**src/rtl/tt_um_example_vending_if.sv**
```systemverilog
// Pin bundle for the vending controller: the standard Tiny Tapeout user pins
// (enable, dedicated inputs/outputs, bidirectional in/out/oe).
interface tt_um_example_vending_if;
  logic       ena;
  logic [7:0] ui_in;
  logic [7:0] uio_in;
  logic [7:0] uo_out;
  logic [7:0] uio_out;
  logic [7:0] uio_oe;

  modport master (
    output ena, ui_in, uio_in,
    input  uo_out, uio_out, uio_oe
  );

  modport slave (
    input  ena, ui_in, uio_in,
    output uo_out, uio_out, uio_oe
  );
endinterface

```
**src/rtl/tt_um_example_vending.sv**
```systemverilog
// Coin-operated vending controller: accepts 5/10/25 coins, vends one of four
// items, returns change or refunds on cancel. Reset is active-high despite its name.
module tt_um_example_vending #(
  parameter int PRICE0  = 15,
  parameter int PRICE1  = 20,
  parameter int PRICE2  = 25,
  parameter int PRICE3  = 30,
  parameter int MAXCRED = 99
) (
  input logic                    clk,
  input logic                    rst_n,
  tt_um_example_vending_if.slave bus
);

  typedef enum logic [1:0] {
    IDLE    = 2'd0,
    COLLECT = 2'd1,
    VEND    = 2'd2,
    CHANGE  = 2'd3
  } state_t;

  localparam logic [8:0] MAX_CREDIT = 9'(MAXCRED);

  state_t     state, state_next;
  logic [7:0] credit, credit_next;
  logic [1:0] item, item_next;
  logic       dispense, dispense_next;
  logic       change_valid, change_next;
  logic       error, error_next;

  // Control inputs are edge detected: {cancel, buy, coin25, coin10, coin5}.
  logic [4:0] ctrl, prev, rise;
  logic [7:0] price;
  logic [7:0] coin;
  logic       coin_hit;
  logic [8:0] sum;
  logic       busy;

  assign ctrl = {bus.ui_in[6], bus.ui_in[5], bus.ui_in[2:0]};
  assign rise = ctrl & ~prev;

  always_comb begin
    price = 8'(PRICE0);
    case (bus.ui_in[4:3])
      2'd0: price = 8'(PRICE0);
      2'd1: price = 8'(PRICE1);
      2'd2: price = 8'(PRICE2);
      2'd3: price = 8'(PRICE3);
      default: price = 8'(PRICE0);
    endcase
  end

  // Coin priority: 25 beats 10 beats 5 when several edges land together.
  always_comb begin
    coin     = 8'd0;
    coin_hit = 1'b1;
    if (rise[2])      coin = 8'd25;
    else if (rise[1]) coin = 8'd10;
    else if (rise[0]) coin = 8'd5;
    else              coin_hit = 1'b0;
  end

  assign sum = {1'b0, credit} + {1'b0, coin};

  always_ff @(posedge clk) begin
    if (rst_n) begin
      state        <= IDLE;
      credit       <= 8'd0;
      item         <= 2'd0;
      dispense     <= 1'b0;
      change_valid <= 1'b0;
      error        <= 1'b0;
      prev         <= 5'd0;
    end else if (bus.ena) begin
      state        <= state_next;
      credit       <= credit_next;
      item         <= item_next;
      dispense     <= dispense_next;
      change_valid <= change_next;
      error        <= error_next;
      prev         <= ctrl;
    end
  end

  always_comb begin
    state_next    = state;
    credit_next   = credit;
    item_next     = item;
    dispense_next = 1'b0;
    change_next   = 1'b0;
    error_next    = 1'b0;
    case (state)
      IDLE, COLLECT: begin
        if (rise[4]) begin
          if (credit != 8'd0) begin
            state_next  = CHANGE;
            change_next = 1'b1;
          end
        end else if (rise[3]) begin
          if (credit >= price) begin
            credit_next   = credit - price;
            item_next     = bus.ui_in[4:3];
            dispense_next = 1'b1;
            state_next    = VEND;
          end else begin
            error_next = 1'b1;
          end
        end else if (coin_hit) begin
          if (sum <= MAX_CREDIT) begin
            credit_next = sum[7:0];
            state_next  = COLLECT;
          end else begin
            error_next = 1'b1;
          end
        end
      end
      VEND: begin
        if (credit != 8'd0) begin
          state_next  = CHANGE;
          change_next = 1'b1;
        end else begin
          state_next = IDLE;
        end
      end
      CHANGE: begin
        credit_next = 8'd0;
        state_next  = IDLE;
      end
      default: state_next = IDLE;
    endcase
  end

  // In CHANGE the credit register still holds the amount being returned.
  assign busy        = (state == VEND) || (state == CHANGE);
  assign bus.uo_out  = credit;
  assign bus.uio_out = {state, busy, error, change_valid, item, dispense};
  assign bus.uio_oe  = 8'hFF;

  logic unused_ok;
  assign unused_ok = &{1'b0, bus.uio_in, bus.ui_in[7]};

endmodule

```
**src/flat_wrapper.sv**
```systemverilog
// flat-port wrapper written by rule: the top's interface ports become plain ports
module tt_um_example_vending_flat 
#(
  parameter int PRICE0  = 15,
  parameter int PRICE1  = 20,
  parameter int PRICE2  = 25,
  parameter int PRICE3  = 30,
  parameter int MAXCRED = 99
)
  (clk, rst_n, bus_ena, bus_ui_in, bus_uio_in, bus_uo_out, bus_uio_out, bus_uio_oe);
  tt_um_example_vending_if bus_i ();
  input logic clk;
  input logic rst_n;
  input wire logic [$bits(bus_i.ena)-1:0] bus_ena;
  input wire logic [$bits(bus_i.ui_in)-1:0] bus_ui_in;
  input wire logic [$bits(bus_i.uio_in)-1:0] bus_uio_in;
  output wire logic [$bits(bus_i.uo_out)-1:0] bus_uo_out;
  output wire logic [$bits(bus_i.uio_out)-1:0] bus_uio_out;
  output wire logic [$bits(bus_i.uio_oe)-1:0] bus_uio_oe;
  assign bus_i.ena = bus_ena;
  assign bus_i.ui_in = bus_ui_in;
  assign bus_i.uio_in = bus_uio_in;
  assign bus_uo_out = bus_i.uo_out;
  assign bus_uio_out = bus_i.uio_out;
  assign bus_uio_oe = bus_i.uio_oe;
  tt_um_example_vending #(.PRICE0(PRICE0), .PRICE1(PRICE1), .PRICE2(PRICE2), .PRICE3(PRICE3), .MAXCRED(MAXCRED)) u_core (.clk(clk), .rst_n(rst_n), .bus(bus_i));
endmodule
```
**config.mk**
```make
export PLATFORM = sky130hd
export DESIGN_NAME = tt_um_example_vending_flat
export DESIGN_NICKNAME = d
export VERILOG_FILES = /design/src/rtl/tt_um_example_vending_if.sv /design/src/rtl/tt_um_example_vending.sv /design/src/flat_wrapper.sv
export SDC_FILE = /design/constraint.sdc
export NUM_CORES = 1
export LEC_CHECK = 0
export CAP_MARGIN = 20
export CORE_MARGIN = 4
export CORE_UTILIZATION = 48
export DETAILED_ROUTE_END_ITERATION = 8
export GPL_ROUTABILITY_DRIVEN = 0
export PLACE_DENSITY = 0.86
export SYNTH_ARGS = -nofsm -noshare
export SYNTH_HDL_FRONTEND = slang
export SYNTH_SLANG_ARGS = --single-unit
export TNS_END_PERCENT = 20
```
**constraint.sdc**
```tcl
create_clock -name clk -period 9.94 [get_ports clk]
set_input_delay 1.988 -clock clk [delete_from_list [all_inputs] [get_ports clk]]
set_output_delay 1.988 -clock clk [all_outputs]
set_load 0.02 [all_outputs]
```
# ---- Word level (Yosys, flattened, before mapping)
# Index checks and enable logic that the tools add are counted.
dict set report word_totals {
  reg_bits 20
  inputBits 19
  elab_cells 71
  output_inout_bits 24
}
dict set report op_classes {
  n_bitwise 3
  mux 34
  n_lt_le_gt_ge 2
  add_sub_neg 2
  reduce_logical 9
  eq_ne 14
}
# op n
set ops {}
lappend ops {{$mux 8} 7}
lappend ops {{$pmux 8 s4} 1}
lappend ops {{$pmux 8 s2} 1}
lappend ops {{$mux 1} 15}
lappend ops {{$mux 2} 7}
lappend ops {{$reduce_and 5->1} 2}
lappend ops {{$add 8x8->9} 1}
lappend ops {{$le 9x7->1 const B} 1}
lappend ops {{$eq 2x2->1 const B} 4}
lappend ops {{$ge 8x8->1} 1}
lappend ops {{$ne 4x1->1 const B} 2}
lappend ops {{$reduce_bool 8->1} 1}
lappend ops {{$sub 8x8->8} 1}
lappend ops {{$ne 3x1->1 const B} 2}
lappend ops {{$ne 3x3->1 const B} 2}
lappend ops {{$pmux 2 s3} 1}
lappend ops {{$reduce_and 6->1} 1}
lappend ops {{$and 5x5->5} 1}
lappend ops {{$not 5->5} 1}
lappend ops {{$eq 2x1->1 const B} 2}
lappend ops {{$logic_not 2->1} 2}
lappend ops {{$ne 4x3->1 const B} 1}
lappend ops {{$mux 3} 1}
lappend ops {{$ne 2x2->1 const B} 1}
lappend ops {{5 further kinds} 5}

# ---- Depth between registers and ports, before layout
# Gate-level depths: netlist (run 1).
dict set report depth {
  ltp_word 12
  ltp_mapped 13
  depth_no_buf 13
}

# ---- Worst setup path before layout (run 1)
# No wires, ideal clock.
dict set report synth_path {
  path_type {input -> register}
  from {input port bus_ui_in[0]}
  to {register u_core.credit[5] (netlist: u_core.bus.uo_out[5])}
  path_stages 13
  required_time_ps 9882
  t_arrival_ps 4488
  setup_slack_ps 5395
  path_cell_list {nand2b_1 nand2b_1 nand2_1 ha_1 fa_1 a21o_1 a21oi_2 a41oi_2 a211oi_2 nand3_2 a2111o_1 nor3_2 a211o_1}
}
dict set report synth_between {
  elab_chain_len 10
  elab_cells_between_ends 17
}
# element line
set synth_rtl {}
lappend synth_rtl {{from (decl)} flat_wrapper.sv:15} ;# input wire logic [$bits(bus_i.ui_in)-1:0] bus_ui_in;
lappend synth_rtl {{$and 5x5->5 (*)} tt_um_example_vending.sv:40} ;# assign rise = ctrl & ~prev;
lappend synth_rtl {{branches (longest 9 deep; another with $add 8x8->9)} --}
lappend synth_rtl {{to (signal assigned)} tt_um_example_vending.sv:76} ;# credit <= credit_next;
lappend synth_rtl {{to (decl)} tt_um_example_vending.sv:25} ;# logic [7:0] credit, credit_next;
# Every way passes the cells marked *. The select of a mux whose other input is x is not followed.
# A chain may end at the register's enable or synchronous reset.

# ---- Worst setup path after layout (run 1)
dict set report layout_path {
  from {input port bus_ui_in[1]}
  to {register u_core.credit[5] (netlist: u_core.bus.uo_out[5])}
}
dict set report layout_between {
  elab_chain_len 9
  elab_cells_between_ends 15
}
# element line
set layout_rtl {}
lappend layout_rtl {{$and 5x5->5 (*)} tt_um_example_vending.sv:40}
lappend layout_rtl {{branches (longest 8 deep; another with $add 8x8->9)} --}
# Marked as above.

==> results_dict.tcl, run 1 <==
set metrics [dict create \
    antenna_left 0 \
    htree_levels 1 \
    finalCriticalPeriod_ns 5.181 \
    wl_mm 4.099 \
    dpl.hpwl_mm 3.083 \
    worstMarginPinSlew_ns 0.7463 \
    cap_violations 0 \
    core_sq_um 3442 \
    synthTopCellsByArea "dfxtp_1 (23%), ha_1 (9.2%), nor2_1 (6.8%)" \
    start_kind "input pin" \
    syn_avg_cell_area_sq_um 8.061 \
    rows 21 \
    required_ns 10.15 \
    skew_ns 0.0008369 \
    status "completed" \
    wire_per_inst_um 14.64 \
    synth_flop_cell "dfxtp_1" \
    slew_violations 0 \
    async_flop_share 0 \
    critPathTopFamily "compound AO/OA/AOI/OAI gates" \
    rsz0062_at_grt "false" \
    power_density_nw_per_um2 128.1 \
    fmax_ghz 0.1930 \
    ctsLongestPathBuffers 2 \
    slowest_stage "a2111o_1" \
    fillCellCount 324 \
    hold_viol_final 0 \
    dr.pass1.iters 4 \
    numCtsBuffers 3 \
    start_util 0.5129 \
    cts_tree "yes" \
    drc 0 \
    ir_worst_vdd_mv 0.1040 \
    cp.arrival_ns 5.39 \
    grt_overflow 0 \
    grt_pass1_vias 1561 \
    grt_max_degree 21 \
    ctsResizeCount 0 \
    dieArea_sq_um 4712 \
    drtIter0Drc 128 \
    die_height_um 68.65 \
    holdBufCountCts 0 \
    layout_common_cells "nor2_1 (32), clkdlybuf4s50_1 (25), dfxtp_1 (20)" \
    yosysWarnings 0 \
    path_buf_inv 1 \
    yosys.area.top_type_share 0.2268 \
    clockRootBuffer "clkbuf_8" \
    setup_viol 0 \
    vias_per_cell 5.761 \
    max_stage_delay_ns 0.57 \
    synth_largest_area_cell "dfxtp_1" \
    crit_top_cell "nand2b_1" \
    cts_sinks 20 \
    final_common_cell "nor2_1" \
    endpoint_kind "register" \
    syn-cell-area_sq_um 1765 \
    synth_enable_flop_cells 0 \
    placed_cell_area_sq_um 1941 \
    clkLatencyLatePin_ns 0.26 \
    io_buffers 25 \
    ys_seq_elements 20 \
    antenna_found_initial 0 \
    ys_seq_area_frac 0.2268 \
    ios 43 \
    min_path_type "reg2reg" \
    via_count 1613 \
    tns_ns 0 \
    finalNetCount 269 \
    num_antenna_cells 0 \
    critPathKind "in2reg" \
    area_growth_pct 13.04 \
    period_share 0.5213 \
    die_x_um 68.65 \
    clk_pin_slew_ns 0.08 \
    grtUsageTotal 0.1891 \
    grt_pass1_wl_mm 6.831 \
    crit_chain "clkdlybuf4s50_1 > nand2b_1 > nand2b_1 > nand2_1 > ha_1 > fa_1 > a21o_1 > a21oi_2 > a41oi_2 > a211oi_2 > nand3_2 > a2111o_1 > nor3_2 > a211o_1" \
    synth_cell_type_count 56 \
    syn_inst 219 \
    cts_setup_buffers 0 \
    critPathMaxFanout 4 \
    fin_area_sq_um 1996 \
    slew-limit-headroom 0.5009 \
    leakage_nw 0.8494 \
    drive_gt1_frac 0.08120 \
]
[path summary, 6_finish.rpt]
| kind | startpoint | end | slack (ns) | cells past startpoint |
|---|---|---|---|---|
| hold reg to reg | u_core.dispense | u_core.dispense | 0.49 | 2 |
| hold / removal | u_core.dispense | u_core.dispense | 0.49 | 2 |
| setup reg to reg | u_core.prev[0] | u_core.bus.uo_out[5] | 6.57 | 13 |
| setup / recovery | bus_ui_in[1] | u_core.bus.uo_out[5] | 4.76 | 14 |
[report_power, final]
group | leakage, nW | internal (W) | switching, W
registers | 0.163 | 0.0000862 | 0.00000904
clock network | 0.0288 | 0.0000353 | 0.0000287
logic | 0.657 | 0.0000413 | 0.0000549
[cell type report]
class | instances | area, sq um | area share
clock buffer | 4 | 55.05 | 0.02759
timing repair buffer | 25 | 250.2 | 0.1254
sequential | 20 | 400.4 | 0.2006
inverter | 13 | 48.80 | 0.02445
multi-input combinational | 172 | 1184 | 0.5931
tap | 46 | 57.56 | 0.02884
[logic make-up after synthesis]
family	Yosys count	share of synthesized area
muxes	11	0.06237
adders and majority gates	15	0.1148
and+or+nand+nor	79	0.2247
AOI/OAI and AO/OA	55	0.2318
DFF	20	0.2268
other	1	0.002124
xor gates and xnor gates	4	0.01985
buffers and inverters	34	0.1176
[through the flow]
step,setup WS (ns),instances,hold slack [ns],util,total power (W)
final,4.759,280,0.4862,0.5798,0.0002556
after global routing,4.647,280,0.5203,0.5798,0.0002701
after CTS,4.814,280,0.4908,0.5798,0.0002548
after detailed placement,4.558,276,0.4765,0.5638,0.0001917
after global placement,4.673,276,0.4615,0.5638,0.0001888
after floorplan,5.395,226,0.4486,-,0.0001702
[flip-flops by register name (all words and copies together), names as in the netlist]
signal / flops
u_core.item: 2
u_core.prev: 5
u_core.error: 1
u_core.state: 2
u_core.bus.uo_out: 8
u_core.dispense: 1
u_core.change_valid: 1
[worst min-delay path: stages (launching register included)]
cell and delay [ns]:
dfxtp_1 0.32, nand2b_1 0.06, a21oi_1 0.06
[metal layers]
metal | vias to the layer above | routed length [um] | global-route usage | share of wire
met3 | 7 | 338 | 0.02269 | 0.082
met5 | - | 0 | 0 | 0
li1 | 788 | - | - | -
met2 | 74 | 1966 | 0.3135 | 0.48
met4 | 0 | 84 | 0.07692 | 0.020
met1 | 744 | 1710 | 0.2470 | 0.42
[Yosys cell counts (3+ instances only)]
master,instances
o2111ai_1,3
dfxtp_1,20
a21o_2,3
clkbuf_1,3
a21oi_1,14
inv_1,13
a31oi_1,3
ha_1,13
o21ai_0,8
nor2b_1,4
nand3_1,6
mux2i_1,11
nor2_1,32
nand2_1,11
nor3_1,3
nand2b_1,7
buf_4,14
(Power assumes the default switching activity.)
==> inputs of run 2 (changes only) <==
- CORE_UTILIZATION: 48 -> 45
- PLACE_DENSITY: 0.86 -> 0.85
- clock period: 9.94 -> 4.6 ns (I/O delays scaled with it)
==> run 2 against run 1 <==
Count of clock-buffer cells in the layout is 1 lower. Critical path depth stayed put. Register-to-register slack worse by 5.3 ns. Clock skew is 0.0038 ns higher. Clock power grew to 2.8 times the previous value. Non-clock buffer count stayed put. Sequential power is 120% higher. Cell area is 0.94% higher. Setup slack worse by 4.2 ns. Hold slack worse by 0.0085 ns. Routed wire length is 0.20% higher. Largest power group unchanged. Highest routed layer unchanged.
==> results_dict.tcl, run 2 (same netlist as run 1, synthesis figures left out) <==
set metrics [dict create \
    met2_usage 0.2734 \
    clkLatencyLatePin_ns 0.27 \
    dieArea_sq_um 4989 \
    dpl.hpwl_mm 3.070 \
    grt_overflow 0 \
    antenna_left 0 \
    final_core_util 0.5421 \
    wire_per_inst_um 14.56 \
    slew-limit-headroom 0.5008 \
    fillCellCount 351 \
    clk_pin_slew_ns 0.08 \
    skew_ns 0.004612 \
    ios 43 \
    grt_pass1_vias 1461 \
    largest_reg_flops 8 \
    drc 0 \
    fin_area_sq_um 2014 \
    ctsResizeCount 0 \
    die_x_um 70.64 \
    status "completed" \
    endpoint_kind "register" \
    drtIter0Drc 119 \
    critPathMaxFanout 8 \
    die_height_um 70.64 \
    period_share 0.8787 \
    start_util 0.4751 \
    ctsLongestPathBuffers 2 \
    cts_setup_buffers 0 \
    antenna_found_initial 0 \
    grt_max_degree 21 \
    min_path_type "reg2reg" \
    required_ns 4.76 \
    dr.pass1.iters 4 \
    critPathKind "in2reg" \
    cap_violations 0 \
    hold_viol_final 0 \
    num_antenna_cells 0 \
    whs_ns 0.4778 \
    cts_tree "yes" \
    clockRootBuffer "clkbuf_8" \
    grt_most_used_layer "met2" \
    ir_worst_vdd_mv 0.2678 \
    worstMarginPinSlew_ns 0.7465 \
    power_density_nw_per_um2 295.4 \
    fmax_ghz 0.2474 \
    setup_viol 0 \
    finalCriticalPeriod_ns 4.042 \
    cts_sinks 20 \
    layout_common_cells "nor2_1 (32), clkdlybuf4s50_1 (25), dfxtp_1 (20)" \
    cp.arrival_ns 4.20 \
    start_kind "input pin" \
    area_growth_pct 14.10 \
    grt_pass1_wl_mm 6.837 \
    via_count 1613 \
    numCtsBuffers 3 \
    holdBufCountCts 0 \
    core_sq_um 3716 \
    vias_per_cell 5.720 \
    leakage_nw 0.8563 \
    wl_mm 4.107 \
    io_buffers 25 \
    rows 22 \
    placed_cell_area_sq_um 1943 \
    rsz0062_at_grt "false" \
    use_met3 0.03409 \
    htree_levels 1 \
    finalNetCount 269 \
    drive_gt1_frac 0.08120 \
    final_common_cell "nor2_1" \
    grtUsageTotal 0.1675 \
    met1_usage 0.2150 \
    slew_violations 0 \
    tns_ns 0 \
]
run 2: layer usage:
metal	wire length, um	share of wire
met1	1751	0.43
met2	1973	0.48
met3	304	0.074
met4	78	0.019
met5	0	0
run 2: power breakdown:
part	internal [W]	total, W	switching [W]
Sequential	0.000186	0.000206	0.0000198
Combinational	0.0000887	0.000208	0.000119
Clock	0.000116	0.000181	0.0000645
Total	0.000391	0.000595	0.000204
run 2: path summary, 6_finish.rpt:
kind,from,endpoint,slack [ns],cells after the start
worst min register to register,u_core.error,u_core.error,0.48,2
worst max register to register,u_core.prev[0],u_core.bus.uo_out[5],1.29,13
worst min-delay path,u_core.error,u_core.error,0.48,2
worst max-delay path,bus_ui_in[1],u_core.bus.uo_out[5],0.56,14
run 2: area by class of cell:
type,count,area (sq um),share of cell area
flip-flops and latches,20,400.4,0.1988
clock buffers,3,41.29,0.02050
clock inverters,1,30.03,0.01491
inverters,13,48.80,0.02422
well taps,48,60.06,0.02981
multi-input cells,172,1184,0.5876
repair buffers,25,250.2,0.1242
run 2: through the flow:
step	power, W	instances	setup slack [ns]
after floorplan	0.0003678	226	1.123
after global placement	0.0004086	278	0.3728
after detailed placement	0.0004136	278	0.3186
after CTS	0.0005931	282	0.5741
after global routing	0.0006287	282	0.3797
final	0.0005950	282	0.5578
run 2: worst max-delay path, stage by stage:
cell and delay (ns):
clkdlybuf4s50_1 0.48, nand2b_1 0.13, nand2b_1 0.10, nand2_1 0.05, ha_1 0.22, fa_1 0.45, a21o_1 0.22, a21oi_2 0.22
a41oi_2 0.16, a211oi_2 0.27, nand3_2 0.16, a21oi_4 0.36, nor2_1 0.12, a211o_1 0.34
